$ cat src/rtl/read_burst_issuer.sv
// read_burst_issuer
//   Splits a test command (start address, word count) into Avalon-MM read
//   bursts of at most MAX_BURST words. Each accepted burst is also described
//   to the compare stage (address, length-1, pattern, mode). Issue is
//   throttled by two credits: words requested but not yet returned
//   (MAX_OUT_WORDS) and bursts issued but not fully returned (MAX_OUT_BURSTS).
//   A compare error sets a sticky abort flag that drains the engine and
//   blocks further reads until test_start_i.
//
// Ports
//   clk_i, rst_n_i           clock, synchronous active-low reset
//   test_start_i             pulse: clear abort flag and credit counters
//   cmd_*                    test command handshake and fields
//   amm_*                    Avalon-MM read master (readdata not used here)
//   cmp_*                    burst descriptor write to compare stage, error strobe
//   busy_o                   command in progress or reads outstanding
//
// Configuration
//   READ_ISSUER_RND_PTRN_EN  when defined, LFSR pattern mode and the ADV state
//                            are compiled in; otherwise cmd_rnd_i is ignored
//                            and every burst carries the command's pattern.

module read_burst_issuer #(
    parameter int ADDR_W         = 32,
    parameter int MAX_BURST      = 64,
    parameter int MAX_OUT_WORDS  = 64,
    parameter int MAX_OUT_BURSTS = 4
) (
    input  logic              clk_i,
    input  logic              rst_n_i,
    input  logic              test_start_i,
    input  logic              cmd_valid_i,
    output logic              cmd_ready_o,
    input  logic [ADDR_W-1:0] cmd_addr_i,
    input  logic [31:0]       cmd_words_i,
    input  logic [7:0]        cmd_ptrn_i,
    input  logic              cmd_rnd_i,
    output logic [ADDR_W-1:0] amm_address_o,
    output logic              amm_read_o,
    output logic [6:0]        amm_burstcount_o,
    input  logic              amm_waitrequest_i,
    input  logic              amm_readdatavalid_i,
    output logic              cmp_en_o,
    output logic [ADDR_W-1:0] cmp_addr_o,
    output logic [5:0]        cmp_words_o,
    output logic [7:0]        cmp_ptrn_o,
    output logic              cmp_rnd_o,
    input  logic              cmp_error_i,
    output logic              busy_o
);

    localparam int OW_W  = $clog2(MAX_OUT_WORDS + 1);
    localparam int OB_W  = $clog2(MAX_OUT_BURSTS + 1);
    localparam int PTR_W = (MAX_OUT_BURSTS > 1) ? $clog2(MAX_OUT_BURSTS) : 1;

`ifdef READ_ISSUER_RND_PTRN_EN
    typedef enum logic [2:0] {S_IDLE, S_CALC, S_REQ, S_DRAIN, S_ADV} state_t;
`else
    typedef enum logic [1:0] {S_IDLE, S_CALC, S_REQ, S_DRAIN} state_t;
`endif

    state_t            state_q, state_d;
    logic [ADDR_W-1:0] addr_q, addr_d;
    logic [32:0]       left_q, left_d;          // words still to request (count, not count-1)
    logic [6:0]        len_q, len_d;            // length of the burst being requested
    logic [7:0]        ptrn_q, ptrn_d;
    logic              abort_q, abort_d;
    logic              start_pend_q, start_pend_d; // test_start seen while a request is held
    logic [OW_W-1:0]   out_words_q, out_words_d;
    logic [OB_W-1:0]   out_bursts_q, out_bursts_d;
    logic [PTR_W-1:0]  wr_ptr_q, wr_ptr_d, rd_ptr_q, rd_ptr_d;
    logic [6:0]        ret_cnt_q, ret_cnt_d;    // words returned so far for the oldest burst
`ifdef READ_ISSUER_RND_PTRN_EN
    logic              rnd_q, rnd_d;
    logic [6:0]        adv_cnt_q, adv_cnt_d;
`else
    logic              unused_rnd;
    assign unused_rnd = cmd_rnd_i;
`endif

    // Lengths of outstanding bursts, oldest at rd_ptr_q.
    logic [6:0] len_mem [MAX_OUT_BURSTS];

    logic [6:0] calc_len;
    logic       credit_ok, accept, squash, abort_now, push, ret_ok, ret_last;

    function automatic logic [PTR_W-1:0] ptr_next(input logic [PTR_W-1:0] p);
        return (p == PTR_W'(MAX_OUT_BURSTS - 1)) ? '0 : p + PTR_W'(1);
    endfunction

    always_comb begin
        calc_len  = (left_q >= 33'(MAX_BURST)) ? 7'(MAX_BURST) : 7'(left_q);
        credit_ok = (32'(out_words_q) + 32'(calc_len) <= 32'(MAX_OUT_WORDS)) &&
                    (32'(out_bursts_q) < 32'(MAX_OUT_BURSTS));
        accept    = (state_q == S_REQ) && !amm_waitrequest_i;
        squash    = start_pend_q || test_start_i;
        abort_now = abort_q || cmp_error_i;
        // A request completed after test_start is not tracked: credits were just cleared.
        push      = accept && !squash;
        ret_ok    = amm_readdatavalid_i && (out_words_q != '0);
        ret_last  = ret_ok && (out_bursts_q != '0) && (ret_cnt_q + 7'd1 == len_mem[rd_ptr_q]);
    end

    // ---------------- state register ----------------
    // NOTE: sequential state uses non-blocking assignments so every flop samples pre-edge values.
    always_ff @(posedge clk_i) begin
        if (!rst_n_i) state_q <= S_IDLE;
        else          state_q <= state_d;
    end

    // ---------------- next-state logic ----------------
    // NOTE: every combinational output gets a default first, so no path leaves it unassigned (no latch).
    always_comb begin
        state_d = state_q;
        if (test_start_i && state_q != S_REQ) begin
            state_d = S_IDLE;
        end else begin
            case (state_q)
                S_IDLE:  if (cmd_valid_i && !abort_q) state_d = S_CALC;
                S_CALC:  if (abort_now) state_d = S_DRAIN;
                         else if (credit_ok) state_d = S_REQ;
                S_REQ: begin
                    if (accept) begin
                        if (squash)                          state_d = S_IDLE;
                        else if (abort_now)                  state_d = S_DRAIN;
`ifdef READ_ISSUER_RND_PTRN_EN
                        else if (rnd_q)                      state_d = S_ADV;
`endif
                        else if (left_q != 33'(len_q))       state_d = S_CALC;
                        else                                 state_d = S_DRAIN;
                    end
                end
`ifdef READ_ISSUER_RND_PTRN_EN
                S_ADV: begin
                    if (abort_now)              state_d = S_DRAIN;
                    else if (adv_cnt_q == 7'd0) state_d = (left_q != 33'd0) ? S_CALC : S_DRAIN;
                end
`endif
                S_DRAIN: if (out_words_q == '0) state_d = S_IDLE;
                default: state_d = S_IDLE;
            endcase
        end
    end

    // ---------------- outputs ----------------
    always_comb begin
        cmd_ready_o      = (state_q == S_IDLE);
        amm_read_o       = (state_q == S_REQ);
        amm_address_o    = addr_q;
        amm_burstcount_o = len_q;
        cmp_en_o         = push;
        cmp_addr_o       = addr_q;
        cmp_words_o      = 6'(len_q - 7'd1);
        cmp_ptrn_o       = ptrn_q;
`ifdef READ_ISSUER_RND_PTRN_EN
        cmp_rnd_o        = rnd_q;
`else
        cmp_rnd_o        = 1'b0;
`endif
        busy_o           = !((state_q == S_IDLE) && (out_words_q == '0));
    end

    // ---------------- datapath next values ----------------
    always_comb begin
        addr_d       = addr_q;
        left_d       = left_q;
        len_d        = len_q;
        ptrn_d       = ptrn_q;
        abort_d      = abort_q || cmp_error_i;
        start_pend_d = start_pend_q;
        wr_ptr_d     = wr_ptr_q;
        rd_ptr_d     = rd_ptr_q;
        ret_cnt_d    = ret_cnt_q;
`ifdef READ_ISSUER_RND_PTRN_EN
        rnd_d        = rnd_q;
        adv_cnt_d    = adv_cnt_q;
`endif

        if (state_q == S_IDLE && cmd_valid_i) begin
            addr_d = cmd_addr_i;
            left_d = {1'b0, cmd_words_i} + 33'd1;
            ptrn_d = cmd_ptrn_i;
`ifdef READ_ISSUER_RND_PTRN_EN
            rnd_d  = cmd_rnd_i;
`endif
        end

        if (state_q == S_CALC) len_d = calc_len;

        if (push) begin
            addr_d   = addr_q + ADDR_W'(len_q);   // wraps modulo 2^ADDR_W
            left_d   = left_q - 33'(len_q);
            wr_ptr_d = ptr_next(wr_ptr_q);
`ifdef READ_ISSUER_RND_PTRN_EN
            adv_cnt_d = len_q - 7'd1;
`endif
        end

`ifdef READ_ISSUER_RND_PTRN_EN
        if (state_q == S_ADV) begin
            ptrn_d    = {ptrn_q[6:0], ptrn_q[7] ^ ptrn_q[5] ^ ptrn_q[4] ^ ptrn_q[3]};
            adv_cnt_d = adv_cnt_q - 7'd1;
        end
`endif

        if (ret_last) begin
            rd_ptr_d  = ptr_next(rd_ptr_q);
            ret_cnt_d = 7'd0;
        end else if (ret_ok) begin
            ret_cnt_d = ret_cnt_q + 7'd1;
        end

        // Net update so a same-cycle issue and return never loses a count.
        out_words_d  = out_words_q + (push ? OW_W'(len_q) : '0) - (ret_ok ? OW_W'(1) : '0);
        out_bursts_d = out_bursts_q + (push ? OB_W'(1) : '0) - (ret_last ? OB_W'(1) : '0);

        if (state_q == S_REQ && test_start_i && !accept) start_pend_d = 1'b1;
        if (accept)                                      start_pend_d = 1'b0;

        if (test_start_i) begin
            abort_d      = 1'b0;
            out_words_d  = '0;
            out_bursts_d = '0;
            wr_ptr_d     = '0;
            rd_ptr_d     = '0;
            ret_cnt_d    = 7'd0;
        end
    end

    always_ff @(posedge clk_i) begin
        if (!rst_n_i) begin
            addr_q       <= '0;
            left_q       <= '0;
            len_q        <= '0;
            ptrn_q       <= '0;
            abort_q      <= 1'b0;
            start_pend_q <= 1'b0;
            out_words_q  <= '0;
            out_bursts_q <= '0;
            wr_ptr_q     <= '0;
            rd_ptr_q     <= '0;
            ret_cnt_q    <= '0;
`ifdef READ_ISSUER_RND_PTRN_EN
            rnd_q        <= 1'b0;
            adv_cnt_q    <= '0;
`endif
        end else begin
            addr_q       <= addr_d;
            left_q       <= left_d;
            len_q        <= len_d;
            ptrn_q       <= ptrn_d;
            abort_q      <= abort_d;
            start_pend_q <= start_pend_d;
            out_words_q  <= out_words_d;
            out_bursts_q <= out_bursts_d;
            wr_ptr_q     <= wr_ptr_d;
            rd_ptr_q     <= rd_ptr_d;
            ret_cnt_q    <= ret_cnt_d;
`ifdef READ_ISSUER_RND_PTRN_EN
            rnd_q        <= rnd_d;
            adv_cnt_q    <= adv_cnt_d;
`endif
        end
    end

    // NOTE: the length store is not reset; entries are only read after being written, and the pointers are reset.
    always_ff @(posedge clk_i) begin
        if (push) len_mem[wr_ptr_q] <= len_q;
    end

endmodule

$ cat config.mk
export PLATFORM = sky130hd
export DESIGN_NAME = read_burst_issuer
export DESIGN_NICKNAME = d
export VERILOG_FILES = /design/src/rtl/read_burst_issuer.sv
export SDC_FILE = /design/constraint.sdc
export NUM_CORES = 1
export LEC_CHECK = 0
export ABC_AREA = 1
export CAP_MARGIN = 20
export CORE_ASPECT_RATIO = 0.6
export CORE_MARGIN = 10
export CORE_UTILIZATION = 25
export CTS_CLUSTER_DIAMETER = 40
export DETAILED_ROUTE_END_ITERATION = 12
export PLACE_DENSITY = 0.5
export SYNTH_ARGS = -nofsm -noshare
export SYNTH_HDL_FRONTEND = slang
export SYNTH_SLANG_ARGS = --single-unit
$ cat constraint.sdc
create_clock -name clk_i -period 3.77 [get_ports clk_i]
set_clock_uncertainty 0.15 [all_clocks]
set_input_delay 0.5655 -clock clk_i [delete_from_list [all_inputs] [get_ports clk_i]]
set_output_delay 0.5655 -clock clk_i [all_outputs]
set_load 0.1 [all_outputs]
==> impl_metrics.csv <==
group,metric,value,unit
global_route,antenna_found_initial,0,
critical_path,rr_endpoint,"state_q[1]",
sta,hold_viol,0,
critical_path,required,4.01,ns
critical_path,ff2ff_setup_slack,0.38,ns
routing,detail-route-antenna-nets,0,
sta,post-route-worst-setup-slack,0.3775,ns
clock_network,cts.sinks,135,
sta,setup_violations,0,
yosys,synth_compound_area_share,12.22,%
yosys,synth_fa_ha_area_share,6.333,%
sta,hold_slack,0.3294,ns
die,rows,56,
critical_path,cp_common_cell,"nand2_1",
clock_network,post_cts_buffers,0,
clock_network,clk_path_buf_depth,2,
yosys,synthFlopType,"dfxtp_1",
yosys,synthArstFlopShare,0,%
clock_network,cts_buffers,17,
sta,max_freq,0.2948,GHz
cells_and_area,final_util,32.34,%
sta,finalCritPeriodShare,89.99,%
yosys,synth_top_family_by_area,"simple AND/OR/NAND/NOR gates",
cells_and_area,fin_nets,1828,
yosys,synth-simple-area-share,36.27,%
placed_design,post-dp-hpwl,28410,um
die,io_pins,170,
die,die-area,49000,um^2
cells_and_area,final_cells,2235,
pwr,p_per_area,524.4,nW/um^2
critical_path,worstReg2RegStart,"left_q[27]",
global_route,track_usage,14.66,%
critical_path,crit_slowest_cell,"fa_1",
critical_path,path_buf_inv,2,
cells_and_area,drive_gt1_share,6.888,%
hold_path,hold_class,"reg -> reg",
critical_path,end_kind,"register",
global_route,grt_pass1_wl,56580,um
clock_network,cts_root_buf,"clkbuf_16",
die,fp.dieW,279.2,um
sta,setup_tns,0,ns
critical_path,worstPathArrival,3.63,ns
outcome,status,"completed",
yosys,synth_commonest_cells,"nand2_1, inv_1, nor2_1, nand3_1, dfxtp_1",
yosys,synth.area.top_cells,"dfxtp_1, nand2_1, edfxtp_1, inv_1, nor2_1",
cells_and_area,antenna_cells,0,
yosys,yosysMostFrequentCell,"nand2_1",
routing,vias,10460,
sta,slew_headroom,31.66,%
sta,maxSlewViolCount,0,
critical_path,path_cells,"inv_1, nand2_1, nor3_1, nand4_1, nor4_4, nand2_1, inv_1, ha_1, fa_1, or2_2, nor2_1, nand3_1, nor2_1, nand2_1, nand2_1, nand2_1, nand2_1, nand2_1, nand2_1, nand2_1, nor2_1",
global_route,grt_start_max_net_pins,47,
yosys,synth_area_per_cell,6.447,um^2
hold_path,whs_endpoint,"start_pend_q",
routing,drt-initial-drc-count,796,
clock_network,cts_tree,"done",
critical_path,startpoint_type,"register",
hold_path,hp-start,"start_pend_q",
clock_network,htreeDepth,4,
yosys,synth_top_area_share,21.26,%
yosys,synth_seq_cells,135,
flow_run,drv_cap,0,
yosys,synth_nets,1691,
clock_network,clk_pin_slew_worst_paths,0.06,ns
placed_design,dp_slack,0.1038,ns
routing,drc,0,
routing,wl_per_cell,16.31,um
critical_path,critPathKind,"reg -> reg",
routing,via_per_inst,4.678,
routing,wirelength,36460,um
yosys,synth_xor_area_share,3.216,%
clock_network,clkLatencyLatePin,0.44,ns
global_route,grt_pass1_vias,9634,
yosys,synth_cell_types,52,
routing,dr.pass1.iters,7,
critical_path,ff2ff_path_depth,21,
die,core_area,39450,um^2
die,die_h,175.5,um
sta,post-route-min-period,3.392,ns
critical_path,worst-path-max-fanout,3,
placed_design,place.gp.congestion,0.8817,
yosys,synth_top_cell_by_area,"dfxtp_1",
die,start_util,25.54,%
pwr,ir_drop,501.3,uV
global_route,grt_overflow,0,
sta,rsz0062_at_grt,"false",
yosys,synth.area.mux_share,0,%
placed_design,dp_cells,2203,
placed_design,io_buffer_count,167,
yosys,syn_area,10080,um^2
critical_path,path_delay_family,"simple AND/OR/NAND/NOR gates",
yosys,synth_seq_area_share,29.60,%
cells_and_area,syn2layout_area_growth,26.62,%
hold_path,min_delay_path_depth,2,
sta,worst_slew_pin_slew,1.022,ns
yosys,synth-edff-count,28,
critical_path,cp-startpoint,"left_q[27]",
pwr,p_leak,5.428,nW
critical_path,cpPeakStageDelay,0.42,ns
yosys,yosys_warnings,0,
yosys,syn_inst,1563,
-- kinds of logic (layout without fill, tap and decap cells) --
family / after synthesis / count (layout)
compound gates: 225 / 225
xor+xnor: 37 / 37
fa+ha+maj: 48 / 48
buf+inv: 283 / 433
flops: 135 / 135
other cells: 1 / 1
simple gates: 834 / 834
-- through the flow --
stage | area, um^2 | power, mW
6_report | 12760 | 6.691
5_1_grt | 12760 | 7.102
4_1_cts | 12750 | 6.724
3_5_place_dp | 12170 | 4.986
3_3_place_gp | 12170 | 4.977
2_1_floorplan | 10120 | 4.135
-- worst max-delay path by stage --
stage | end | slack, ns | cells after the start
2_1_floorplan | cmp_words_o[4] | -0.26 | 4
6_report | state_q[1] | 0.38 | 21
3_3_place_gp | out_words_q[6] | 0.11 | 15
4_1_cts | state_q[1] | 0.33 | 21
5_1_grt | state_q[1] | 0.04 | 21
3_5_place_dp | out_words_q[6] | 0.10 | 15
-- sequential cells by signal (all words and copies together) (netlist names), named ones only --
name              flops
cmp_ptrn_o            8
rd_ptr_q              2
abort_q               1
wr_ptr_q              2
state_q               2
len_mem              28
left_q               33
start_pend_q          1
out_bursts_q          3
amm_burstcount_o      7
ret_cnt_q             7
amm_address_o        32
out_words_q           7
-- metal layers --
metal | GRT usage (%) | vias up | share of wire [%]
met5 | 0 | - | 0
met4 | 2.505 | 0 | 0.62
met3 | 4.089 | 18 | 7.0
met2 | 20.35 | 287 | 39
met1 | 21.94 | 4815 | 53
li1 | - | 5336 | -
-- power by group --
group / leakage, nW / internal, mW / switching [mW]
Clock: 0.288 / 0.998 / 0.716
Combinational: 4.00 / 0.864 / 2.29
Sequential: 1.14 / 1.63 / 0.190
-- area by class of cell --
cell class	count	area [um^2]
inverter	208	780.7
clock inverter	13	143.9
clock buffer	19	442.9
fill	4304	26690
multi-input combinational	1145	5903
tap	522	653.1
sequential	135	2983
timing repair buffer	193	1852
-- layout by cell type (no fill, tap or decap), drive strengths merged, types with 3 or more instances in the layout --
cell type	n
nor3b	4
inv	211
dfxtp	107
xnor2	10
nor3	42
nor2	193
fa	5
a21oi	90
nand3	131
edfxtp	28
nand3b	13
o221ai	5
and3	3
o21ai	96
clkbuf	19
nor4	3
clkdlybuf4s50	151
clkinv	7
a211oi	3
or2	10
o211ai	9
o21bai	3
buf	42
ha	43
nand4	31
xor2	27
a31oi	10
nand2	404
-- worst register-to-register path, cell delays in order, from the launching register on --
cell and delay, ns:
dfxtp_1 0.32, inv_1 0.09, nand2_1 0.09, nor3_1 0.29
nand4_1 0.22, nor4_4 0.28, nand2_1 0.12, inv_1 0.08
ha_1 0.20, fa_1 0.42, or2_2 0.31, nor2_1 0.10
nand3_1 0.08, nor2_1 0.08, nand2_1 0.05, nand2_1 0.05
nand2_1 0.05, nand2_1 0.10, nand2_1 0.08, nand2_1 0.06
nand2_1 0.04, nor2_1 0.08
-- repair_timing --
action	4_1_cts	5_1_grt
gates resized for setup	0	1
setup endpoints to repair	0	1
endpoints found under the hold margin	0	0
hold buffers	0	0
No activity file was read; power rests on OpenSTA's default activity.
